--- src/rtl/serial_echo_pkg.sv ---
// Shared types and constants for the serial echo tester: FSM encoding, echo rule,
// error saturation and status-LED blink timing.
package serial_echo_pkg;

   typedef enum logic [3:0] {
      ST_IDLE    = 4'd0,
      ST_LOAD    = 4'd1,
      ST_SEND    = 4'd2,
      ST_WAIT_TX = 4'd3,
      ST_WAIT_RX = 4'd4,
      ST_READ    = 4'd5,
      ST_CHECK   = 4'd6,
      ST_NEXT    = 4'd7,
      ST_FIN     = 4'd8
   } state_t;

   typedef enum logic [1:0] {
      LED_OFF  = 2'd0,
      LED_SLOW = 2'd1,
      LED_FAST = 2'd2,
      LED_ON   = 2'd3
   } led_mode_t;

   localparam logic [7:0]  ECHO_INCREMENT  = 8'h01;
   localparam logic [15:0] ERR_SAT         = 16'hFFFF;
   localparam logic [31:0] BLINK_SLOW_HALF = 32'd10_000_000;
   localparam logic [31:0] BLINK_FAST_HALF = 32'd2_500_000;

   // Up to two error events can land in one cycle (stray byte plus a check/timeout).
   function automatic logic [15:0] err_add_sat(input logic [15:0] cnt, input logic [1:0] inc);
      logic [16:0] sum;
      sum = {1'b0, cnt} + {15'd0, inc};
      return sum[16] ? ERR_SAT : sum[15:0];
   endfunction

endpackage

--- src/rtl/led_blink_gen.sv ---
// Status LED pattern generator (off / slow blink / fast blink / on), active-high output.
// Only built with SERIAL_ECHO_TESTER_LED_EN defined.
`ifdef SERIAL_ECHO_TESTER_LED_EN
module led_blink_gen
   import serial_echo_pkg::*;
(
   input  logic       clk,
   input  logic       rst,
   input  logic [1:0] mode,
   output logic       led
);

   logic [31:0] r_cnt;
   logic        r_phase;
   logic [31:0] w_half;

   assign w_half = (mode == LED_FAST) ? BLINK_FAST_HALF : BLINK_SLOW_HALF;

   always_ff @(posedge clk or posedge rst) begin
      if (rst) begin
         r_cnt   <= '0;
         r_phase <= 1'b0;
         led     <= 1'b0;
      end else begin
         // Steady modes park the blinker so a new blink starts in the lit phase.
         if (mode == LED_OFF || mode == LED_ON) begin
            r_cnt   <= '0;
            r_phase <= 1'b1;
         end else if (r_cnt >= w_half - 32'd1) begin
            r_cnt   <= '0;
            r_phase <= ~r_phase;
         end else begin
            r_cnt <= r_cnt + 32'd1;
         end
         case (mode)
            LED_OFF: led <= 1'b0;
            LED_ON:  led <= 1'b1;
            default: led <= r_phase;
         endcase
      end
   end

endmodule
`endif

--- src/rtl/serial_echo_tester.sv ---
// Host-side echo tester: sends a byte pattern over the quick_rs232 Tx handshake and
// expects each byte back +1. Define SERIAL_ECHO_TESTER_LED_EN for board LED outputs.
module serial_echo_tester
   import serial_echo_pkg::*;
#(
   parameter logic [15:0] BYTE_COUNT          = 16'd256,
   parameter logic [7:0]  PATTERN_START       = 8'h00,
   parameter logic [7:0]  PATTERN_STEP        = 8'h01,
   parameter logic [7:0]  RX_READ_HOLD        = 8'd16,
   parameter logic [31:0] RESP_TIMEOUT_CYCLES = 32'd100000
) (
   input  logic        clk,
   input  logic        rst,
   input  logic        start,
   output logic        tx_transaction,
   output logic [7:0]  tx_data,
   output logic        tx_data_ready,
   input  logic        tx_data_copied,
   input  logic        tx_busy,
   input  logic        rx_byte_received,
   input  logic [7:0]  rx_data,
   input  logic        rx_err,
   output logic        rx_read,
   output logic        busy,
   output logic        done,
   output logic        pass,
   output logic [15:0] sent_count,
   output logic [15:0] err_count,
   output logic [7:0]  last_received
`ifdef SERIAL_ECHO_TESTER_LED_EN
   ,
   output logic [7:0]  led_bus,
   output logic        status_led
`endif
);

   state_t      r_state;
   logic        r_start_d;
   logic        r_rx_d;
   logic [7:0]  r_pattern;
   logic [7:0]  r_expected;
   logic [31:0] r_timeout_cnt;
   logic [7:0]  r_hold_cnt;
   logic        r_rx_err_flag;
   logic        r_tx_transaction;
   logic [7:0]  r_tx_data;
   logic        r_tx_data_ready;
   logic        r_rx_read;
   logic        r_busy;
   logic        r_done;
   logic        r_pass;
   logic [15:0] r_sent_count;
   logic [15:0] r_err_count;
   logic [7:0]  r_last_received;

   logic        w_start_edge;
   logic        w_rx_edge;
   logic        w_stray;
   logic        w_timeout_hit;
   logic        w_check_err;
   logic [1:0]  w_err_inc;
   logic [15:0] w_err_next;

   assign w_start_edge  = start & ~r_start_d;
   assign w_rx_edge     = rx_byte_received & ~r_rx_d;
   assign w_stray       = w_rx_edge && (r_state != ST_WAIT_RX);
   // A byte arriving on the last timeout cycle still counts as received.
   assign w_timeout_hit = (r_state == ST_WAIT_RX) && !w_rx_edge &&
                          (r_timeout_cnt == RESP_TIMEOUT_CYCLES - 32'd1);
   assign w_check_err   = (r_state == ST_CHECK) &&
                          (r_rx_err_flag || (r_last_received != r_expected));
   assign w_err_inc     = {1'b0, w_stray} + {1'b0, w_timeout_hit | w_check_err};
   assign w_err_next    = err_add_sat(r_err_count, w_err_inc);

   always_ff @(posedge clk or posedge rst) begin
      if (rst) begin
         r_state          <= ST_IDLE;
         r_start_d        <= 1'b0;
         r_rx_d           <= 1'b0;
         r_pattern        <= PATTERN_START;
         r_expected       <= '0;
         r_timeout_cnt    <= '0;
         r_hold_cnt       <= '0;
         r_rx_err_flag    <= 1'b0;
         r_tx_transaction <= 1'b0;
         r_tx_data        <= '0;
         r_tx_data_ready  <= 1'b0;
         r_rx_read        <= 1'b0;
         r_busy           <= 1'b0;
         r_done           <= 1'b0;
         r_pass           <= 1'b0;
         r_sent_count     <= '0;
         r_err_count      <= '0;
         r_last_received  <= '0;
      end else begin
         r_start_d   <= start;
         r_rx_d      <= rx_byte_received;
         r_err_count <= w_err_next;
         r_pass      <= r_done && (w_err_next == 16'd0);
         case (r_state)
            ST_IDLE: begin
               if (w_start_edge) begin
                  r_sent_count <= '0;
                  r_err_count  <= '0;
                  r_done       <= 1'b0;
                  r_pass       <= 1'b0;
                  r_pattern    <= PATTERN_START;
                  r_busy       <= 1'b1;
                  r_state      <= ST_LOAD;
               end
            end
            ST_LOAD: begin
               r_tx_transaction <= 1'b1;
               r_tx_data        <= r_pattern;
               r_expected       <= r_pattern + ECHO_INCREMENT;
               r_state          <= ST_SEND;
            end
            ST_SEND: begin
               if (r_tx_data_ready && tx_data_copied) begin
                  r_tx_data_ready <= 1'b0;
                  r_state         <= ST_WAIT_TX;
               end else begin
                  r_tx_data_ready <= 1'b1;
               end
            end
            ST_WAIT_TX: begin
               if (!tx_busy) begin
                  r_timeout_cnt <= '0;
                  r_state       <= ST_WAIT_RX;
               end
            end
            ST_WAIT_RX: begin
               if (w_rx_edge) begin
                  r_rx_read  <= 1'b1;
                  r_hold_cnt <= '0;
                  r_state    <= ST_READ;
               end else if (w_timeout_hit) begin
                  r_state <= ST_NEXT;
               end else begin
                  r_timeout_cnt <= r_timeout_cnt + 32'd1;
               end
            end
            ST_READ: begin
               // Sample on the same edge that drops rx_read, after the full hold.
               if (r_hold_cnt == RX_READ_HOLD - 8'd1) begin
                  r_rx_read       <= 1'b0;
                  r_last_received <= rx_data;
                  r_rx_err_flag   <= rx_err;
                  r_state         <= ST_CHECK;
               end else begin
                  r_hold_cnt <= r_hold_cnt + 8'd1;
               end
            end
            ST_CHECK: r_state <= ST_NEXT;
            ST_NEXT: begin
               r_sent_count <= r_sent_count + 16'd1;
               if (r_sent_count + 16'd1 == BYTE_COUNT) begin
                  r_state <= ST_FIN;
               end else begin
                  r_pattern <= r_pattern + PATTERN_STEP;
                  r_state   <= ST_LOAD;
               end
            end
            ST_FIN: begin
               r_tx_transaction <= 1'b0;
               r_done           <= 1'b1;
               r_pass           <= (w_err_next == 16'd0);
               r_busy           <= 1'b0;
               r_state          <= ST_IDLE;
            end
            default: r_state <= ST_IDLE;
         endcase
      end
   end

   assign tx_transaction = r_tx_transaction;
   assign tx_data        = r_tx_data;
   assign tx_data_ready  = r_tx_data_ready;
   assign rx_read        = r_rx_read;
   assign busy           = r_busy;
   assign done           = r_done;
   assign pass           = r_pass;
   assign sent_count     = r_sent_count;
   assign err_count      = r_err_count;
   assign last_received  = r_last_received;

`ifdef SERIAL_ECHO_TESTER_LED_EN
   led_mode_t w_led_mode;
   logic      w_led;

   always_comb begin
      w_led_mode = LED_OFF;
      if (r_busy)      w_led_mode = LED_SLOW;
      else if (r_pass) w_led_mode = LED_ON;
      else if (r_done) w_led_mode = LED_FAST;
   end

   led_blink_gen u_led_blink_gen (
      .clk  (clk),
      .rst  (rst),
      .mode (w_led_mode),
      .led  (w_led)
   );

   assign led_bus    = ~r_err_count[7:0];
   assign status_led = ~w_led;
`endif

endmodule

--- config.mk ---
export PLATFORM = sky130hd
export DESIGN_NAME = serial_echo_tester
export DESIGN_NICKNAME = d
export VERILOG_FILES = /design/src/rtl/serial_echo_pkg.sv /design/src/rtl/led_blink_gen.sv /design/src/rtl/serial_echo_tester.sv
export SDC_FILE = /design/constraint.sdc
export NUM_CORES = 1
export LEC_CHECK = 0
export ABC_AREA = 1
export CORE_MARGIN = 5
export CORE_UTILIZATION = 50
export DETAILED_ROUTE_END_ITERATION = 10
export PLACE_DENSITY = 0.76
export SETUP_SLACK_MARGIN = 0.1
export SYNTH_ARGS = -nofsm -noshare
export SYNTH_HDL_FRONTEND = slang
export SYNTH_HIERARCHICAL = 1
export SYNTH_SLANG_ARGS = --single-unit
--- constraint.sdc ---
create_clock -name clk -period 7.3 [get_ports clk]
set_input_delay 1.46 -clock clk [delete_from_list [all_inputs] [get_ports clk]]
set_output_delay 1.46 -clock clk [all_outputs]
set_load 0.05 [all_outputs]
## After elaboration in Yosys (flattened, before gate mapping)

Index checks and enable logic that the tools add are counted.

- Output and inout port bits: 54
- Bits of input ports: 15
- Register bits after elaboration: 117

- Equal/unequal tests: 23
- Reductions and logical operators: 23
- Add/subtract/negate cells: 6
- Bitwise operators: 5
- Multiplexer cells: 34

Operators with widths:

| kind | number |
|---|---|
| 2-to-1 mux 32 bit | 3 |
| 2-to-1 mux 16 bit | 4 |
| one-hot mux 32 bit (2 select lines) | 1 |
| adder 32 x 1 -> 32 bit, second input constant | 1 |
| == test 32 x 17 -> 1 bit, second input constant | 1 |
| 2-to-1 mux 8 bit | 4 |
| one-hot mux 16 bit (2 select lines) | 1 |
| one-hot mux 4 bit (8 select lines) | 1 |
| one-hot mux 8 bit (2 select lines) | 2 |
| 2-to-1 mux 4 bit | 7 |
| != test 2 bit, second input constant | 9 |
| adder 16 x 2 -> 17 bit | 1 |
| adder 16 x 1 -> 16 bit, second input constant | 1 |
| adder 8 x 1 -> 8 bit, second input constant | 2 |
| == test 16 x 9 -> 1 bit, second input constant | 1 |
| == test 4 x 3 -> 1 bit, second input constant | 4 |
| zero test 16 bit | 1 |
| one-hot mux 1 bit (2 select lines) | 5 |
| nonzero test 2 bit | 5 |
| AND reduction 3 bit | 3 |
| == test 4 x 2 -> 1 bit, second input constant | 2 |
| == test 8 x 4 -> 1 bit, second input constant | 1 |
| != test 8 bit | 1 |
| logical AND 1 bit | 6 |
| other kinds (15) | 24 |

## Logic depth before layout (Yosys ltp)

- Word-level depth: 13
- Depth in mapped cells: 19
- Gate-level depth less buffers: 18

## Least setup slack after synthesis

OpenSTA, ideal clock, no wires.

- Kind: input -> register
- From: in rx_byte_received
- To: reg r_pass (netlist: pass)
- Buffers on the path: 0
- Arrival time: 3277 ps
- Setup slack: 3907 ps
- Cell stages on the path: 17
- Library setup time: 116 ps
- Path through: inv_1 -> nor2_1 -> inv_1 -> nand2_1 -> inv_1 -> nand3_1 -> o21ai_0 -> fa_1 -> nand2_1 -> nor2_1 -> nand2_1 -> nor2_2 -> nand3_1 -> nand3_1 -> nor2_1 -> nand4_1 -> nor2_1

- Longest elaborated chain between the ends: 12

Ends and longest elaborated chain:

| element | RTL line | text |
|---|---|---|
| start, declared | serial_echo_tester.sv:20 | `input logic rx_byte_received,` |
| bitwise AND 1 bit * | serial_echo_tester.sv:65 | `assign w_rx_edge = rx_byte_received & ~r_rx_d;` |
| zero test 1 bit | serial_echo_tester.sv:68 | `assign w_timeout_hit = (r_state == ST_WAIT_RX) && !w_rx_edge &&` |
| logical AND 1 bit (2 in a row) | serial_echo_tester.sv:68 |  |
| OR 1 bit | serial_echo_tester.sv:72 | `assign w_err_inc = {1'b0, w_stray} + {1'b0, w_timeout_hit \| w_check_err};` |
| adder 1 x 1 -> 2 bit * | serial_echo_tester.sv:72 |  |
| adder 16 x 2 -> 17 bit * | serial_echo_pkg.sv:32 | `sum = {1'b0, cnt} + {15'd0, inc};` |
| 2-to-1 mux 16 bit * | serial_echo_pkg.sv:33 | `return sum[16] ? ERR_SAT : sum[15:0];` |
| zero test 16 bit * | serial_echo_tester.sv:99, serial_echo_tester.sv:167 |  |
| logical AND 1 bit | serial_echo_tester.sv:99 | `r_pass <= r_done && (w_err_next == 16'd0);` |
| 2-to-1 mux 1 bit | serial_echo_tester.sv:102 | `if (w_start_edge) begin` |
| one-hot mux 1 bit (2 select lines) * | serial_echo_tester.sv:100 | `case (r_state)` |
| end signal, assigned | serial_echo_tester.sv:99 |  |
| end signal, assigned | serial_echo_tester.sv:167 | `r_pass <= (w_err_next == 16'd0);` |
| end, declared | serial_echo_tester.sv:51 | `logic r_pass;` |

Every way passes the cells marked *; elsewhere a longest branch is shown, timed or not.
A chain may end at the register's enable or synchronous reset.

## Worst setup path in the final report

Ends and elaborated chain as after synthesis.

==> qor.txt <==
diodes inserted -> 0
relative slew slack -> 0.362
Register Area -> 2930 µm²
worst path required time -> 7.61 ns
net count after synthesis -> 933
Cells after Synth -> 913
final core utilization -> 0.615
Yosys reg bits -> 117
xor/xnor cell area share of the yosys netlist -> 0.0441
CP Capture Type -> flip-flop
routing usage on met2 -> 0.343
final hold vios -> 0
Sink Count -> 117
DRC viols -> 0
Die Y -> 126 µm
All-Layer GR Usage -> 0.215
Hold Buf Count CTS -> 0
Multi-input gate area -> 3300 µm²
mux cell area share after synthesis -> 0
worst setup margin -> 3.41 ns
gpl congestion -> 0.928
drt pass-1 iters -> 5
first-pass GRT wire length -> 28,400 µm
Final Max Tran Viols -> 0
status -> finished clean
row count -> 42
Leakage -> 3.54 nW
post_cts resized -> 0
final wirelength -> 16,400 µm
max_cap viols -> 0
initial antenna violation count -> 0
Initial Utilization -> 0.510
Mapped Avg Cell Area -> 7.39 µm²
post-layout net count -> 1,002
met1 Use GR -> 0.296
Worst Skew -> 0.00608 ns
FMAX -> 257 MHz
post-route ant nets -> 0
post-synth cell types -> 41
htree depth -> 4
CP Max Fanout -> 6
post-synthesis adder-cell area fraction -> 0.0104
busiest grt layer -> met2
largest net degree at the start of global routing -> 78
Tmin final -> 3.89 ns
core area -> 13,200 µm²
post-CTS repair timing setup buffer count -> 0
RSZ-0062 raised after global routing -> false
met3 Track Usage GR -> 0.0453
CTS tree -> yes
Comb pwr share -> 0.397
post-synthesis sequential area ratio -> 0.434
synthesis-to-finish area growth -> 20.6%
Die W -> 126 µm
Slew @ Worst Pin -> 0.958 ns
Detailed Place HPWL -> 11,800 µm
vias in the first global route -> 5,899
Max VDD drop -> 0.256 mV
P_sw -> 0.00126 W
share of layout cells above drive strength 1 -> 0.0866
Switching Fraction -> 0.430
Internal -> 0.00168 W
Compound-Gate Fraction of Synth Area -> 0.0827
most frequent cells in the layout -> nand2_1 (276), dfrtp_1 (117), inv_1 (103)
Place WS -> 2.98 ns
power density over the cells -> 361 nW/µm²
fin crit share -> 0.533
CP Launch Type -> input port
Clock Tree Root -> clkbuf_16
# fillers -> 1,232
total die area -> 15,900 µm²
total global routing overflow -> 0
Synth Warn # -> 6
Clk pin slew, worst setup/hold paths -> 0.05 ns
CTS Buffer Depth -> 2
Simple-Gate Fraction of Synth Area -> 0.352
IO Port Bufs -> 68
crit path kind -> in2reg
hold crit path type -> reg2reg
vias -> 6,027
Clock Latency Late Sink -> 0.41 ns
commonest non-fill, non-tap cell in the layout -> nand2_1
Setup Total Neg Slack -> 0 ns
share of total power in sequential cells -> 0.321
arrival time worst endpoint -> 4.20 ns
Synth Cell Area -> 6750 µm²
main combinational cell family by area after synthesis -> simple AND/OR/NAND/NOR gates
final setup violation count -> 0
wire per inst -> 14.1 µm
Tot Pwr -> 0.00294 W
clock share of power -> 0.282
DR iter-0 viols -> 442
CTS buffer count -> 17
IO Pins -> 69
Vias/cell -> 5.16
==> layout make-up <==
cell class	instances	area share
sequential	117	0.360
clock buffer	22	0.0607
tap	176	0.0270
multi-input combinational	668	0.406
inverter	109	0.0505
timing repair buffer	69	0.0845
clock inverter	8	0.0121
==> final timing paths <==
check	slack [ns]	end	cells past startpoint	startpoint
setup reg to reg	3.74	pass	17	r_state[1]
min in group asynchronous	1.61	sent_count[1]	2	rst
max in group asynchronous	4.59	r_timeout_cnt[19]	3	rst
setup / recovery	3.41	pass	18	rx_byte_received
hold / removal	0.47	r_pattern[6]	2	r_pattern[6]
hold reg to reg	0.47	r_pattern[6]	2	r_pattern[6]
==> sequential cells by signal (all words and copies together), names as in the netlist <==
register,flops
r_timeout_cnt,32
err_count,16
sent_count,16
last_received,8
r_expected,8
r_hold_cnt,8
r_pattern,8
tx_data,8
r_state,4
busy,1
done,1
pass,1
r_rx_d,1
r_rx_err_flag,1
r_start_d,1
rx_read,1
tx_data_ready,1
tx_transaction,1
==> synthesized netlist by cell type (all sizes together) <==
cell       n  area [µm²]
a21oi     17        85.1
buf       12        75.1
clkbuf     7        36.3
clkinv     1        3.75
dfrtp    117        2930
fa         1        20.0
ha         4        50.1
inv      108         405
nand2    284        1100
nand3     63         320
nand3b     3        22.5
nand4     21         146
nor2      94         410
nor3      28         186
nor3b      2        15.0
nor4       7        43.8
o2111ai    2        17.5
o21a       1        7.51
o21ai     75         375
o21bai     1        7.51
o22ai      9        56.3
o311ai     1        8.76
or2       21         131
xnor2      9        78.8
xor2      25         219
==> worst max-delay path, stage by stage <==
cell             delay [ns]
clkdlybuf4s50_1        0.41
inv_1                  0.06
nor2_1                 0.04
inv_1                  0.10
nand2_1                0.12
inv_1                  0.10
nand3_1                0.09
o21ai_0                0.13
fa_1                   0.27
nand2_1                0.08
nor2_1                 0.19
nand3_1                0.13
nor2_1                 0.21
nand2_1                0.14
nor2_1                 0.36
a21oi_1                0.13
nand4_1                0.12
nor2_1                 0.05
==> through the flow <==
stage,instances,hold slack (ns),cell area (µm²)
after floorplan,913,0.442,6750
after global placement,1139,0.456,7550
after detailed placement,1139,0.459,7550
after CTS,1169,0.473,8140
after global routing,1169,0.495,8140
final,1169,0.471,8140
==> power groups by stage <==
stage | registers [W] | logic, W | clock network [W]
2_1_floorplan | 0.00125 | 0.000535 | 0
3_3_place_gp | 0.000950 | 0.00115 | 0
5_1_grt | 0.000969 | 0.00128 | 0.000870
6_report | 0.000943 | 0.00117 | 0.000830
3_5_place_dp | 0.000948 | 0.00117 | 0
4_1_cts | 0.000943 | 0.00117 | 0.000840
==> cell families after synthesis <==
kind of cell,Yosys count
XOR/XNOR,34
buffers and inverters,128
adder cells (fa/ha/maj),5
flip-flops,117
AO/OA/AOI/OAI,106
AND/OR/NAND/NOR,523
==> layer usage <==
layer,up-vias,routed length (µm)
li1,3070,-
met1,2823,7720
met2,112,7810
met3,22,616
met4,0,289
met5,-,0
Note: power is estimated with default switching activity, not from simulation.
